<file path="config.mk">
export PLATFORM = sky130hd
export DESIGN_NAME = instr_sequencer
export DESIGN_NICKNAME = d
export VERILOG_FILES = /design/src/rtl/instr_sequencer.sv
export SDC_FILE = /design/constraint.sdc
export NUM_CORES = 1
export LEC_CHECK = 0
export ABC_CLOCK_PERIOD_IN_PS = 2360
export CAP_MARGIN = 20
export CELL_PAD_IN_SITES_DETAIL_PLACEMENT = 2
export CELL_PAD_IN_SITES_GLOBAL_PLACEMENT = 2
export CORE_ASPECT_RATIO = 0.6
export CORE_MARGIN = 3
export CORE_UTILIZATION = 27
export DETAILED_ROUTE_END_ITERATION = 12
export PLACE_DENSITY_LB_ADDON = 0.1
export REMOVE_ABC_BUFFERS = 1
export SYNTH_ARGS = -nofsm -noshare
export SYNTH_HDL_FRONTEND = slang
export SYNTH_SLANG_ARGS = --single-unit
</file>
<file path="constraint.sdc">
create_clock -name clk -period 2.36 [get_ports clk]
set_input_delay 0.354 -clock clk [delete_from_list [all_inputs] [get_ports clk]]
set_output_delay 0.354 -clock clk [all_outputs]
set_load 0.01 [all_outputs]
</file>
<file path="src/rtl/instr_sequencer.sv">
// Instruction sequencer: buffers 16-bit instruction words in a small FIFO and
// steps each one through IDLE -> DECODE -> EXEC -> WB -> DISP.
module instr_sequencer #(
    parameter int DEPTH = 4
) (
    input  logic                    clk,
    input  logic                    rst,
    input  logic [15:0]             instr_in,
    input  logic                    instr_valid,
    output logic                    instr_ready,
    input  logic                    step,
    input  logic                    run,
    input  logic                    Reg_Write,
    output logic [2:0]              pst,
    output logic [3:0]              Opcode,
    output logic [1:0]              rd,
    output logic [1:0]              rs,
    output logic [1:0]              rt,
    output logic [7:0]              imm,
    output logic                    wb_en,
    output logic                    busy,
    output logic                    done,
    output logic [7:0]              icount,
    output logic [$clog2(DEPTH):0]  q_level
);

    localparam int AW = $clog2(DEPTH);
    localparam int QW = AW + 1;
    localparam logic [QW-1:0] FULL_LEVEL = QW'(DEPTH);

    typedef enum logic [2:0] {
        IDLE   = 3'b000,
        DECODE = 3'b001,
        EXEC   = 3'b010,
        WB     = 3'b011,
        DISP   = 3'b100
    } state_t;

    state_t        state;
    logic [15:0]   mem [DEPTH];
    logic [AW-1:0] wr_ptr;
    logic [AW-1:0] rd_ptr;
    logic [QW-1:0] level;
    logic [15:0]   head;
    logic          full;
    logic          empty;
    logic          push;
    logic          pop;

    // Handshake: a word transfers on any rising edge where instr_valid and
    // instr_ready are both high; a word offered while full is simply dropped.
    // Fullness comes from the registered level, so a same-cycle pop never
    // makes room for a push, and a push into an empty FIFO cannot be popped
    // until the following edge.
    assign full        = (level == FULL_LEVEL);
    assign empty       = (level == '0);
    assign push        = instr_valid & ~full;
    assign pop         = (state == IDLE) & ~empty & (run | step);
    assign head        = mem[rd_ptr];

    assign instr_ready = ~full;
    assign q_level     = level;
    assign pst         = state;
    assign busy        = (state != IDLE);
    assign wb_en       = (state == WB) & Reg_Write;

    always_ff @(posedge clk) begin
        if (push) begin
            mem[wr_ptr] <= instr_in;
        end
    end

    always_ff @(posedge clk or negedge rst) begin
        if (!rst) begin
            wr_ptr <= '0;
            rd_ptr <= '0;
            level  <= '0;
        end else begin
            if (push) begin
                wr_ptr <= wr_ptr + AW'(1);
            end
            if (pop) begin
                rd_ptr <= rd_ptr + AW'(1);
            end
            case ({push, pop})
                2'b10:   level <= level + QW'(1);
                2'b01:   level <= level - QW'(1);
                default: level <= level;
            endcase
        end
    end

    // Field outputs are loaded only on a pop and then held until the next one.
    always_ff @(posedge clk or negedge rst) begin
        if (!rst) begin
            state  <= IDLE;
            Opcode <= '0;
            rd     <= '0;
            rs     <= '0;
            rt     <= '0;
            imm    <= '0;
            done   <= 1'b0;
            icount <= '0;
        end else begin
            case (state)
                IDLE: begin
                    done <= 1'b0;
                    if (pop) begin
                        Opcode <= head[15:12];
                        rd     <= head[11:10];
                        rs     <= head[9:8];
                        rt     <= head[7:6];
                        imm    <= head[7:0];
                        state  <= DECODE;
                    end
                end
                DECODE: begin
                    done  <= 1'b0;
                    state <= EXEC;
                end
                EXEC: begin
                    done  <= 1'b0;
                    state <= WB;
                end
                WB: begin
                    done  <= 1'b1;
                    state <= DISP;
                end
                DISP: begin
                    done   <= 1'b0;
                    icount <= icount + 8'd1;
                    state  <= IDLE;
                end
                default: begin
                    done  <= 1'b0;
                    state <= IDLE;
                end
            endcase
        end
    end

endmodule

</file>
== After elaboration in Yosys (flattened, before gate mapping) ==
Memory sizes are Yosys's and may differ from the RTL's.
Cells that the tools add are included.
Storage, ports and cells
  ROM bits: 0
  memories kept: 1
  RAM bits: 64
  flip-flop bits (word level): 37
  bits in latches: 0
  input bits: 22
Operators by class
  mux-type cells: 6
  bitwise operators: 7
  order comparisons: 0
  add/subtract/negate cells: 5
  div/mod/pow operators: 0
  shift operators: 0
  reductions and logical operators: 5
  $mul: 0
  eq/ne operators: 8
Memory list
  mem: words 4, width 16, read ports 1, clocked after Yosys merged registers in 0, wr ports 1, RTL line 40  | logic [15:0] mem [DEPTH];
Operators by type and width (count)
  $pmux W3 S4: 1
  $add A8 B1 Y8 const B: 1
  $eq A3 B2 Y1 const B: 2
  $eq A3 B3 Y1 const B: 2
  $logic_not A3 Y1: 2
  $pmux W3 S2: 1
  $add A2 B1 Y2 const B: 2
  $and A1 B1 Y1: 4
  $add A3 B1 Y3 const B: 1
  $eq A3 B1 Y1 const B: 1
  $mux W1: 3
  $mux W3: 1
  $reduce_bool A3 Y1: 1
  $sub A3 B1 Y3 const B: 1
  $eq A2 B1 Y1 const B: 1
  $eq A2 B2 Y1 const B: 1
  $ne A2 B2 Y1 const B: 1
  $not A1 Y1: 2
  $reduce_and A2 Y1: 1
  $reduce_bool A2 Y1: 1
  $or A1 B1 Y1: 1

== Longest topological paths before layout ==
Gate-level depths: netlist of the first run.
  word-level depth: 6
  gate-level depth with buffers: 9

== Worst setup path before layout of the first run ==
Ideal clock, no wire load.
  path type: register to register
  start: register state[0], in the netlist pst[0]
  end: register level[2], in the netlist q_level[2]
  slack: -0.202 ns
  required time: 2.281 ns
  arrival: 2.483 ns
  library setup time: 0.079 ns
  stages on the path, launching flop included: 10
  path through: dfrtp_1 -> or3_4 -> nor3_4 -> buf_12 -> ha_1 -> inv_1 -> fa_1 -> xor2_1 -> nor2_1 -> xor2_1
Between the ends
  longest elaborated chain between the ends: 5
  elaborated cells between the ends (all ways): 7
RTL lines
  start, declared: RTL line 39  | state_t state;
  start signal, assigned: RTL line 96  | state <= IDLE;
  start signal, assigned: RTL line 114  | state <= DECODE;
  start signal, assigned: RTL line 119  | state <= EXEC;
  $logic_not A3 Y1 (*): RTL line 58  | assign pop = (state == IDLE) & ~empty & (run | step);
  $and A1 B1 Y1 (*) (2 in series): RTL line 58
  named net pop: RTL line 48  | logic pop;
  $eq A2 B1 Y1 / $eq A2 B2 Y1 (equally long branches): RTL line 85  | case ({push, pop})
  $pmux W3 S2 / $reduce_bool A2 Y1 (equally long branches)
  end signal, assigned: RTL line 86  | 2'b10: level <= level + QW'(1);
  end signal, assigned: RTL line 87  | 2'b01: level <= level - QW'(1);
  end signal, assigned: RTL line 88  | default: level <= level;
  end, declared: RTL line 43  | logic [QW-1:0] level;
The timed path passes the listed nets; every way through them passes the cells marked *.
A chain may end at the register's enable or synchronous reset.

== Worst setup path in the final report of the first run ==
  start: register level[0], in the netlist q_level[0]
  end: register level[2], in the netlist q_level[2]
Between the ends
  longest elaborated chain between the ends: 6
  elaborated cells between the ends (all ways): 13
RTL lines
  $logic_not A3 Y1: RTL line 56  | assign empty = (level == '0);
  $not A1 Y1: RTL line 58
  $and A1 B1 Y1 (2 in series): RTL line 58
  $eq A2 B1 Y1 / $eq A2 B2 Y1 (equally long branches): RTL line 85
  $pmux W3 S2 / $reduce_bool A2 Y1 (equally long branches)
Parallel ways exist; a longest one is shown, timed or not.

==> metrics, run 1 <==
status=complete, no violations; Min Hold Slack=437 ps; Die Y=98.8 um; Setup-failing EPs final=0; Post-synth EDFFs=between 60 and 70; RSZ-0062 raised after global routing=false; clk sinks=99; Die X-Extent=161 um; uppermost layer routed=met4; global-route wire length before repair=14.2 mm; Synth top cells by count=64 x edfxtp_1, 35 x dfrtp_1, 16 x mux4_2, 11 x mux2_2, 9 x xor2_1; Fin Clk Skew=8.65 ps; Comb pwr share=between 30 and 40%; core area=0.0138 sq mm; clock tree buffer depth=2; Req. time, crit path=between 2000 and 3000 ps; DR vias/cell=4.26; Reg area=0.00280 sq mm; Detailed Routing Iterations Pass 1=4; Starting Density=28.0%; sw frac=29.2%; Clock Power Share=23.7%; FFs w/ async S/R, synth=35.4%; top_reg_cell synth=edfxtp_1; largest area contributor in the netlist=edfxtp_1; met1 WL=4.34 mm; PwrDens=1310 mW/mm^2; antenna violations before repair=0; total CTS buffers=9; fin crit share=92.9%; final RePlAce weighted congestion=0.705; min-delay worst type=in -> async; Multi-input gate area=0.00101 sq mm; Worst Path Arrival=2460 ps; Mean Syn Cell Area=between 15 and 20 sq um; maximum VDD drop=between 0.0004 and 0.0005 V; # IOs=58; CP Launch Type=flop; H-tree depth=3; Net Sw Power=~1.9 mW; wire length on met2=4.05 mm; Warnings, synthesis=0; # rows=33; via count=approximately 2000; top cell type's share of synthesized area=49.6%; grt ovf=0; clock slew at reported path FFs=approximately 70 ps; pin count of the biggest net entering global routing=25; PortBufs=57; DRC=0; Rel. slew slack=58.5%; share of layout cells above drive strength 1=roughly a quarter; FF-to-FF path depth=9; Design Power=6.65 mW; final hold violations=0; count leader, synth=edfxtp_1; Internal=about 4.7 mW; die footprint=0.0159 sq mm; #FFs+latches synth=99; Reg power frac=between 40% and 50%; Detail Placement HPWL=5.79 mm; Synth cell types=29; CTS Root Cell=clkbuf_16; slew of the pin with the lowest slew margin=slightly above 600 ps; top cells by area, synth=edfxtp_1 50%, dfrtp_1 23%, mux4_2 9.3%; CTS tree=yes; max-cap violations=0; antenna-violating nets left=0; fmax=456 MHz; maximum fanout along the worst path=5; met3 wire length=328 um; GR Util All Layers=between 10% and 20%; Ant. Diodes=0; fillers=1366; vias in the first global route=2315; CP endpoint kind=flop; Mapped Area=slightly below 0.004 sq mm; DR iter-0 viols=96; Seq/Total Area, Yosys=between 70% and 80%; gate count of the mapped netlist=200; final wirelength=~8.8 mm; leakage=around 1.9 nW; worst skew pair latency=~340 ps; Area growth, synth to finish=31.1%; wire per inst=18.6 um; Final Max Tran Viols=0; minimum clock period=2190 ps; final net count=~300; Crit Path Class=reg -> reg
-- what timing repair did --
action / CTS / global route
resized for setup: 0 / 2
hold buffers: 1 / 0
hold endpoints to repair: 11 / 0
setup endpoints to repair: 0 / 1
setup buffers: 0 / 0
-- area by class of cell --
cell class,instances,area share (%)
Multi-Input combinational cell,88,19.8
Clock inverter,5,1.53
Timing Repair Buffer,72,13.6
Inverter,6,0.443
Clock buffer,11,4.78
Sequential cell,99,55.1
Tap cell,192,4.73
-- cells in the final DEF, fill, tap and decap left out --
master           netlist  final
mux2_4                 7      7
and3_1                 4      4
xnor2_1                5      5
o21a_1                 1      1
ha_1                   6      5
buf_12                 1      1
o21ai_0                1      1
inv_1                  6      6
mux4_2                16     16
fa_1                   1      1
dlygate4sd3_1          0      1
clkbuf_1               1      1
ha_2                   0      1
nor2_1                 8      8
mux2_2                11     11
xor2_1                 9      9
mux2i_1                1      1
nand2_1                5      5
buf_4                  2     13
clkinv_2               0      2
or3b_1                 1      1
clkbuf_8               0      1
bufinv_16              0      2
nor3_4                 1      1
edfxtp_1              64     64
or4bb_2                1      1
buf_2                  2      1
clkdlybuf4s50_1        0     56
nand4_1                2      2
or3_4                  1      1
nor3_1                 4      4
clkbuf_16              0      9
clkinvlp_4             0      1
dfrtp_2                0      1
and2_1                 2      2
nor3b_1                1      1
dfrtp_1               35     34
-- metrics by stage --
step,TNS [ps],std cells,area (sq um),util [%],worst slack (ps)
after floorplan,-618,193,3820,-,-400
after global placement,0,456,4750,34.3,163
after detailed placement,0,456,4750,34.3,121
after CTS,0,473,5080,36.7,112
after global routing,0,473,5080,36.7,20.4
final,0,473,5080,36.7,168
-- critical path, cell delays in order, from the launching register on --
cell	delay, ps
dfrtp_2	440
or3b_1	370
and2_1	210
inv_1	70
ha_2	200
inv_1	60
fa_1	370
xor2_1	150
nor2_1	110
xor2_1	150
-- flip-flops by register name, indices dropped and copies added, names as in the netlist --
name and cells:
pst 3, Opcode 4, icount 8, rd 2, wr_ptr 2, imm 6
mem 64, rs 2, rt 2, rd_ptr 2, q_level 3, done 1
-- power groups by stage --
stage / registers [mW] / clock network (mW) / logic (mW)
after detailed placement: 2.72 / 0 / 2.45
after floorplan: 2.83 / 0 / 1.13
after CTS: 2.69 / 1.64 / 2.47
after global routing: 2.75 / 1.71 / 2.63
after global placement: 2.70 / 0 / 2.41
final: 2.67 / 1.58 / 2.40
-- path summary, 6_finish.rpt --
check	startpoint	end	slack [ps]
worst max register to register	q_level[0]	q_level[2]	170
max in group asynchronous	rst	q_level[0]	1240
worst min register to register	icount[7]	icount[7]	480
worst min-delay path	rst	imm[0]	440
worst max-delay path	q_level[0]	q_level[2]	170
min in group clk	icount[7]	icount[7]	480
-- per-layer routing --
metal	up-vias	GRT usage, %
li1	904	-
met1	1069	16.7
met2	35	18.1
met3	6	3.65
met4	0	3.77
met5	-	0
-- cell families after synthesis --
kind of cell | after synthesis | synth area share (%)
XOR/XNOR | 14 | 3.16
buffers and inverters | 13 | 1.94
AND/OR/NAND/NOR | 30 | 4.52
AO/OA/AOI/OAI | 2 | 0.323
adder cells (fa/ha/maj) | 7 | 2.45
flip-flops | 99 | 72.2
multiplexers | 35 | 15.5
Note: power is estimated with default switching activity, not from simulation.
==> run 2: changes to the inputs <==
Settings changed: CAP_MARGIN 20 to 25.
==> results of run 2 <==
Same layout as run 1: the final DEF is identical, and so are final timing and power.
